**src/rtl/axis_output_sink.sv**
```systemverilog
// AXI-Stream output sink for a kernel monitor.
// Accepts a programmed number of beats under a periodic TREADY throttle,
// accumulates a wrapping checksum and flags TLAST misplacement.
// An idle watchdog aborts a transfer that stops delivering beats.
module axis_output_sink #(
  parameter int DATA_W    = 32,
  parameter int CNT_W     = 16,
  parameter int READY_ON  = 3,
  parameter int READY_OFF = 1,
  parameter int TIMEOUT   = 1024
) (
  input  logic              kernel_monitor_clock,
  input  logic              kernel_monitor_reset,
  input  logic              start,
  input  logic [CNT_W-1:0]  expect_beats,
  input  logic [DATA_W-1:0] s_TDATA,
  input  logic              s_TVALID,
  input  logic              s_TLAST,
  output logic              s_TREADY,
  output logic              busy,
  output logic              done,
  output logic              timeout,
  output logic              last_err,
  output logic [CNT_W-1:0]  beat_count,
  output logic [DATA_W-1:0] checksum
);

  typedef enum logic [1:0] {
    S_IDLE   = 2'd0,
    S_ACCEPT = 2'd1,
    S_HOLD   = 2'd2,
    S_DONE   = 2'd3
  } state_t;

  localparam logic [CNT_W-1:0] READY_ON_C  = CNT_W'(READY_ON);
  localparam logic [CNT_W-1:0] READY_OFF_C = CNT_W'(READY_OFF);
  localparam logic [CNT_W-1:0] TIMEOUT_C   = CNT_W'(TIMEOUT);
  localparam logic [CNT_W-1:0] ONE_C       = CNT_W'(1);
  localparam bit               THROTTLE    = (READY_OFF != 0);

  state_t            state;
  logic [CNT_W-1:0]  expect_q;
  logic [CNT_W-1:0]  phase_cnt;
  logic [CNT_W-1:0]  idle_cnt;

  logic              beat_acc;
  logic [CNT_W-1:0]  beat_inc;
  logic              final_beat;
  logic [CNT_W-1:0]  idle_inc;
  logic              idle_expired;
  logic [CNT_W-1:0]  phase_inc;
  logic              on_end;
  logic              off_end;

  // Checksum accumulation keeps only the low DATA_W bits; the carry is dropped.
  function automatic logic [DATA_W-1:0] wrap_add(input logic [DATA_W-1:0] a,
                                                 input logic [DATA_W-1:0] b);
    return a + b;
  endfunction

  // Handshake and counter look-ahead shared by the state machine.
  assign beat_acc     = s_TVALID & s_TREADY;
  assign beat_inc     = beat_count + ONE_C;
  assign final_beat   = (beat_inc == expect_q);
  assign idle_inc     = idle_cnt + ONE_C;
  assign idle_expired = (idle_inc == TIMEOUT_C);
  assign phase_inc    = phase_cnt + ONE_C;
  assign on_end       = (phase_inc == READY_ON_C);
  assign off_end      = (phase_inc == READY_OFF_C);

  // Status flags are pure decodes of the registered state.
  assign busy = (state == S_ACCEPT) || (state == S_HOLD);
  assign done = (state == S_DONE);

  // Transfer state machine with registered TREADY, counters and status.
  always_ff @(posedge kernel_monitor_clock or posedge kernel_monitor_reset) begin
    if (kernel_monitor_reset) begin
      state      <= S_IDLE;
      s_TREADY   <= 1'b0;
      timeout    <= 1'b0;
      last_err   <= 1'b0;
      beat_count <= '0;
      checksum   <= '0;
      expect_q   <= '0;
      phase_cnt  <= '0;
      idle_cnt   <= '0;
    end else begin
      case (state)
        S_IDLE, S_DONE: begin
          if (start) begin
            expect_q   <= expect_beats;
            beat_count <= '0;
            checksum   <= '0;
            timeout    <= 1'b0;
            last_err   <= 1'b0;
            phase_cnt  <= '0;
            idle_cnt   <= '0;
            if (expect_beats == '0) begin
              state    <= S_DONE;
              s_TREADY <= 1'b0;
            end else begin
              state    <= S_ACCEPT;
              s_TREADY <= 1'b1;
            end
          end
        end

        S_ACCEPT: begin
          if (beat_acc) begin
            beat_count <= beat_inc;
            checksum   <= wrap_add(checksum, s_TDATA);
            idle_cnt   <= '0;
            // TLAST must be high exactly on the final beat.
            if (s_TLAST != final_beat) begin
              last_err <= 1'b1;
            end
          end else begin
            idle_cnt <= idle_inc;
          end

          // A final beat outranks watchdog expiry in the same cycle.
          if (beat_acc && final_beat) begin
            state    <= S_DONE;
            s_TREADY <= 1'b0;
          end else if (!beat_acc && idle_expired) begin
            state    <= S_DONE;
            s_TREADY <= 1'b0;
            timeout  <= 1'b1;
          end else if (on_end) begin
            phase_cnt <= '0;
            if (THROTTLE) begin
              state    <= S_HOLD;
              s_TREADY <= 1'b0;
            end
          end else begin
            phase_cnt <= phase_inc;
          end
        end

        S_HOLD: begin
          idle_cnt <= idle_inc;
          if (idle_expired) begin
            state    <= S_DONE;
            s_TREADY <= 1'b0;
            timeout  <= 1'b1;
          end else if (off_end) begin
            state     <= S_ACCEPT;
            s_TREADY  <= 1'b1;
            phase_cnt <= '0;
          end else begin
            phase_cnt <= phase_inc;
          end
        end

        default: begin
          state    <= S_IDLE;
          s_TREADY <= 1'b0;
        end
      endcase
    end
  end

endmodule

```
**config.mk**
```make
export PLATFORM = sky130hd
export DESIGN_NAME = axis_output_sink
export DESIGN_NICKNAME = d
export VERILOG_FILES = /design/src/rtl/axis_output_sink.sv
export SDC_FILE = /design/constraint.sdc
export NUM_CORES = 1
export LEC_CHECK = 0
export ABC_AREA = 1
export CORE_MARGIN = 3
export CORE_UTILIZATION = 45
export CTS_BUF_LIST = sky130_fd_sc_hd__clkbuf_16
export CTS_CLUSTER_SIZE = 8
export DETAILED_ROUTE_END_ITERATION = 12
export GPL_TIMING_DRIVEN = 0
export PLACE_DENSITY = 0.67
export SETUP_SLACK_MARGIN = 0.4
export SLEW_MARGIN = 20
export SYNTH_ARGS = -nofsm -noshare
export SYNTH_HDL_FRONTEND = slang
export SYNTH_SLANG_ARGS = --single-unit
```
**constraint.sdc**
```tcl
create_clock -name kernel_monitor_clock -period 3.7 [get_ports kernel_monitor_clock]
set_clock_uncertainty 0.15 [all_clocks]
set_input_delay 0.37 -clock kernel_monitor_clock [delete_from_list [all_inputs] [get_ports kernel_monitor_clock]]
set_output_delay 0.37 -clock kernel_monitor_clock [all_outputs]
set_load 0.02 [all_outputs]
```
==> flow_summary.toml <==
[status]
run_status = "completed"

[placement]
io_buffers = 105
place.gp.congestion = 0.921
post-dp-hpwl_mm = 17.0

[routing]
wl_per_cell_um = 15.0
num_vias = 7753
routed_wl_mm = 21.7
drcViolationCount = 0
dr.pass1.iters = 6
drtIter0Drc = 588
ant_nets = 0
via_per_inst = 5.33

[worst_hold_path]
min-delay-path-class = "in2async"

[grt]
use_met3_pct = 4.75
met1_usage_pct = 33.5
grt_max_degree = 68
met2_usage_pct = 39.7
grt-busiest-layer = "met2"
track_usage_pct = 24.5
grt_pass1_vias = 7360
grt_antenna_before_repair = 0
grt_pass1_wl_mm = 36.0
gr-total-overflow = 0

[setup_path]
critPathBufInv = 5
startpoint_type = "register"
end_kind = "register"
reg2reg_depth = 9
required_ps = 3800
path_common_cell = "clkinv_1"
path_class = "reg2reg"
worstPathMaxFanout = 10
crit_family = "buffers and inverters"
arrival_ps = 3190
slowest_delay_ps = 400
cp_num_cells = 9
slowest_stage = "dfrtp_1"
path_cells = "inv_1 -> ha_1 -> inv_2 -> nor2_1 -> clkinv_1 -> nand3_2 -> clkinv_1 -> clkbuf_1 -> a22o_1"

[power_and_ir_drop]
powerDensity_nw_per_um2 = 617
seqPwrFrac_pct = 28.5
ir_drop_uv = 353
p_comb_share_pct = 55.2
p_int_w = 0.00292
p_sw_w = 0.00274
leakagePower_nw = 4.28
clockPowerShare_pct = 16.3
swShare_pct = 48.3

[floorplan]
die-area_um2 = 18400
fp.coreArea_um2 = 16200
start_util_pct = 46.7
rows = 46
die_y_um = 135
io_pins = 106
die_w_um = 135

[sta]
holdWs_ps = 214
maxSlewHeadroom_pct = 55.8
setup_viol = 0
maxSlewViolCount = 0
fin_crit_sh_pct = 83.6
max_freq_mhz = 323
fin_crit_ps = 3090
rsz0062_at_grt = "true"
hold_viol_final = 0
worst_pin_slew_ps = 664

[synth]
syn_inst = 1116
ys_ff_latch = 101
syn-num-nets = 1210
ys_seq_area_share_pct = 33.5
syn_avg_cell_area_um2 = 6.76
synthDistinctLibCells = 45
mappedNetlistArea_um2 = 7550
yosysWarnings = 0

[finish]
area_growth_pct = 21.6
layout.cells.most_common = "nand2_1"
diodes = 0
layout-drive-gt1-share_pct = 4.12
finish.utilization_pct = 56.7
final_cell_mix = "325 x nand2_1, 128 x nor2_1, 113 x inv_1, 105 x clkdlybuf4s50_1, 101 x dfrtp_1"
nets = 1327
fill_cells = 1591

[clock_tree]
cts_tree = "yes"
numClockSinks = 101
post_cts_buffers = 0
hold_buffers = 0
insertion_delay_ps = 360
htree_levels = 3
root_buffer = "clkbuf_16"
cts_buffers = 9
cts.path.max_buffers = 2
clk_pin_slew_ps = 70

[flow_run]
max-cap-violations = 0
==> registers in the layout, indices dropped and copies added (netlist names) <==
| register | cells |
|---|---|
| beat_count | 16 |
| state | 2 |
| checksum | 32 |
| phase_cnt | 16 |
| last_err | 1 |
| expect_q | 16 |
| timeout | 1 |
| idle_cnt | 16 |
| s_TREADY | 1 |
==> timing repair <==
action / in CTS / in global routing
resized for setup: 0 / 5
setup endpoints to repair: 0 / 30
endpoints found under the hold margin: 0 / 0
==> path summary, 6_finish.rpt <==
path | endpoint | slack [ps] | startpoint
worst max-delay path | checksum[1]$_DFFE_PP0P_ | 610 | state[0]$_DFFE_PP0P_
worst min-delay path | phase_cnt[2]$_DFFE_PP0P_ | 210 | kernel_monitor_reset
worst max register to register | checksum[1]$_DFFE_PP0P_ | 610 | state[0]$_DFFE_PP0P_
worst min register to register | timeout$_DFFE_PP0P_ | 340 | timeout$_DFFE_PP0P_
max in group asynchronous | beat_count[6]$_DFFE_PP0P_ | 2540 | kernel_monitor_reset
min in group kernel_monitor_clock | timeout$_DFFE_PP0P_ | 340 | timeout$_DFFE_PP0P_
==> logic make-up after synthesis <==
logic type	after synthesis	synth area share [%]
DFF	101	33.5
xor gates and xnor gates	19	2.67
and+or+nand+nor	615	34.9
buffers and inverters	139	7.10
muxes	6	0.895
AOI/OAI and AO/OA	195	14.1
adders and majority gates	41	6.90
==> per-layer routing <==
layer / vias to the layer above / routed length (µm)
met2: 238 / 9860
met3: 31 / 1350
li1: 3941 / -
met1: 3543 / 10100
met5: - / 0
met4: 0 / 412
==> synthesized netlist by cell type (all sizes together) <==
| cell type | count | share of area [%] |
|---|---|---|
| a21oi | 65 | 4.3 |
| dfrtp | 101 | 33 |
| o21a | 1 | 0.10 |
| nand4 | 29 | 2.6 |
| xnor2 | 1 | 0.12 |
| nor4 | 4 | 0.33 |
| o31ai | 4 | 0.40 |
| o22ai | 15 | 1.2 |
| xor2 | 16 | 2.0 |
| clkinv | 2 | 0.10 |
| clkbuf | 14 | 0.70 |
| ha | 40 | 6.6 |
| nor3 | 13 | 1.0 |
| a211oi | 5 | 0.50 |
| and3 | 2 | 0.17 |
| nand3b | 4 | 0.40 |
| nor2 | 136 | 7.2 |
| nand3 | 95 | 6.4 |
| xnor3 | 2 | 0.60 |
| o21ai | 89 | 5.9 |
| fa | 1 | 0.27 |
| or2 | 2 | 0.17 |
| inv | 117 | 5.8 |
| a21o | 2 | 0.20 |
| nand2 | 329 | 17 |
| a21boi | 1 | 0.10 |
| nor2b | 1 | 0.083 |
| buf | 6 | 0.48 |
| a31oi | 3 | 0.25 |
| a22o | 2 | 0.23 |
| a32o | 2 | 0.27 |
| mux2 | 6 | 0.90 |
| o21bai | 3 | 0.30 |
| o211ai | 3 | 0.30 |
==> metrics by stage <==
step	total power (W)	area (µm²)	setup slack, ps	TNS (ps)	std cells
after floorplan	0.00360	7550	533	0	1116
after global placement	0.00472	8870	-1200	-120500	1437
after detailed placement	0.00474	8900	167	0	1438
after CTS	0.00569	9170	535	0	1454
after global routing	0.00616	9180	352	0	1454
final	0.00566	9180	608	0	1454
==> power groups by stage <==
stage / sequential, W / clock [W] / combinational (W)
finish: 0.00162 / 0.000921 / 0.00312
global route: 0.00166 / 0.000995 / 0.00351
CTS: 0.00162 / 0.000949 / 0.00312
detailed placement: 0.00164 / 0 / 0.00310
global placement: 0.00163 / 0 / 0.00309
floorplan: 0.00176 / 0 / 0.00185
==> layout make-up <==
type / instances / area [µm²] / share of cell area, %
multi-input cells: 876 / 4480 / 48.9
flip-flops and latches: 101 / 2530 / 27.5
repair buffers: 106 / 1080 / 11.8
inverters: 119 / 452 / 4.92
well taps: 216 / 270 / 2.95
clock buffers: 9 / 225 / 2.45
plain buffers: 20 / 91.3 / 0.995
clock inverters: 7 / 48.8 / 0.532
Note: power is estimated with default switching activity, not from simulation.
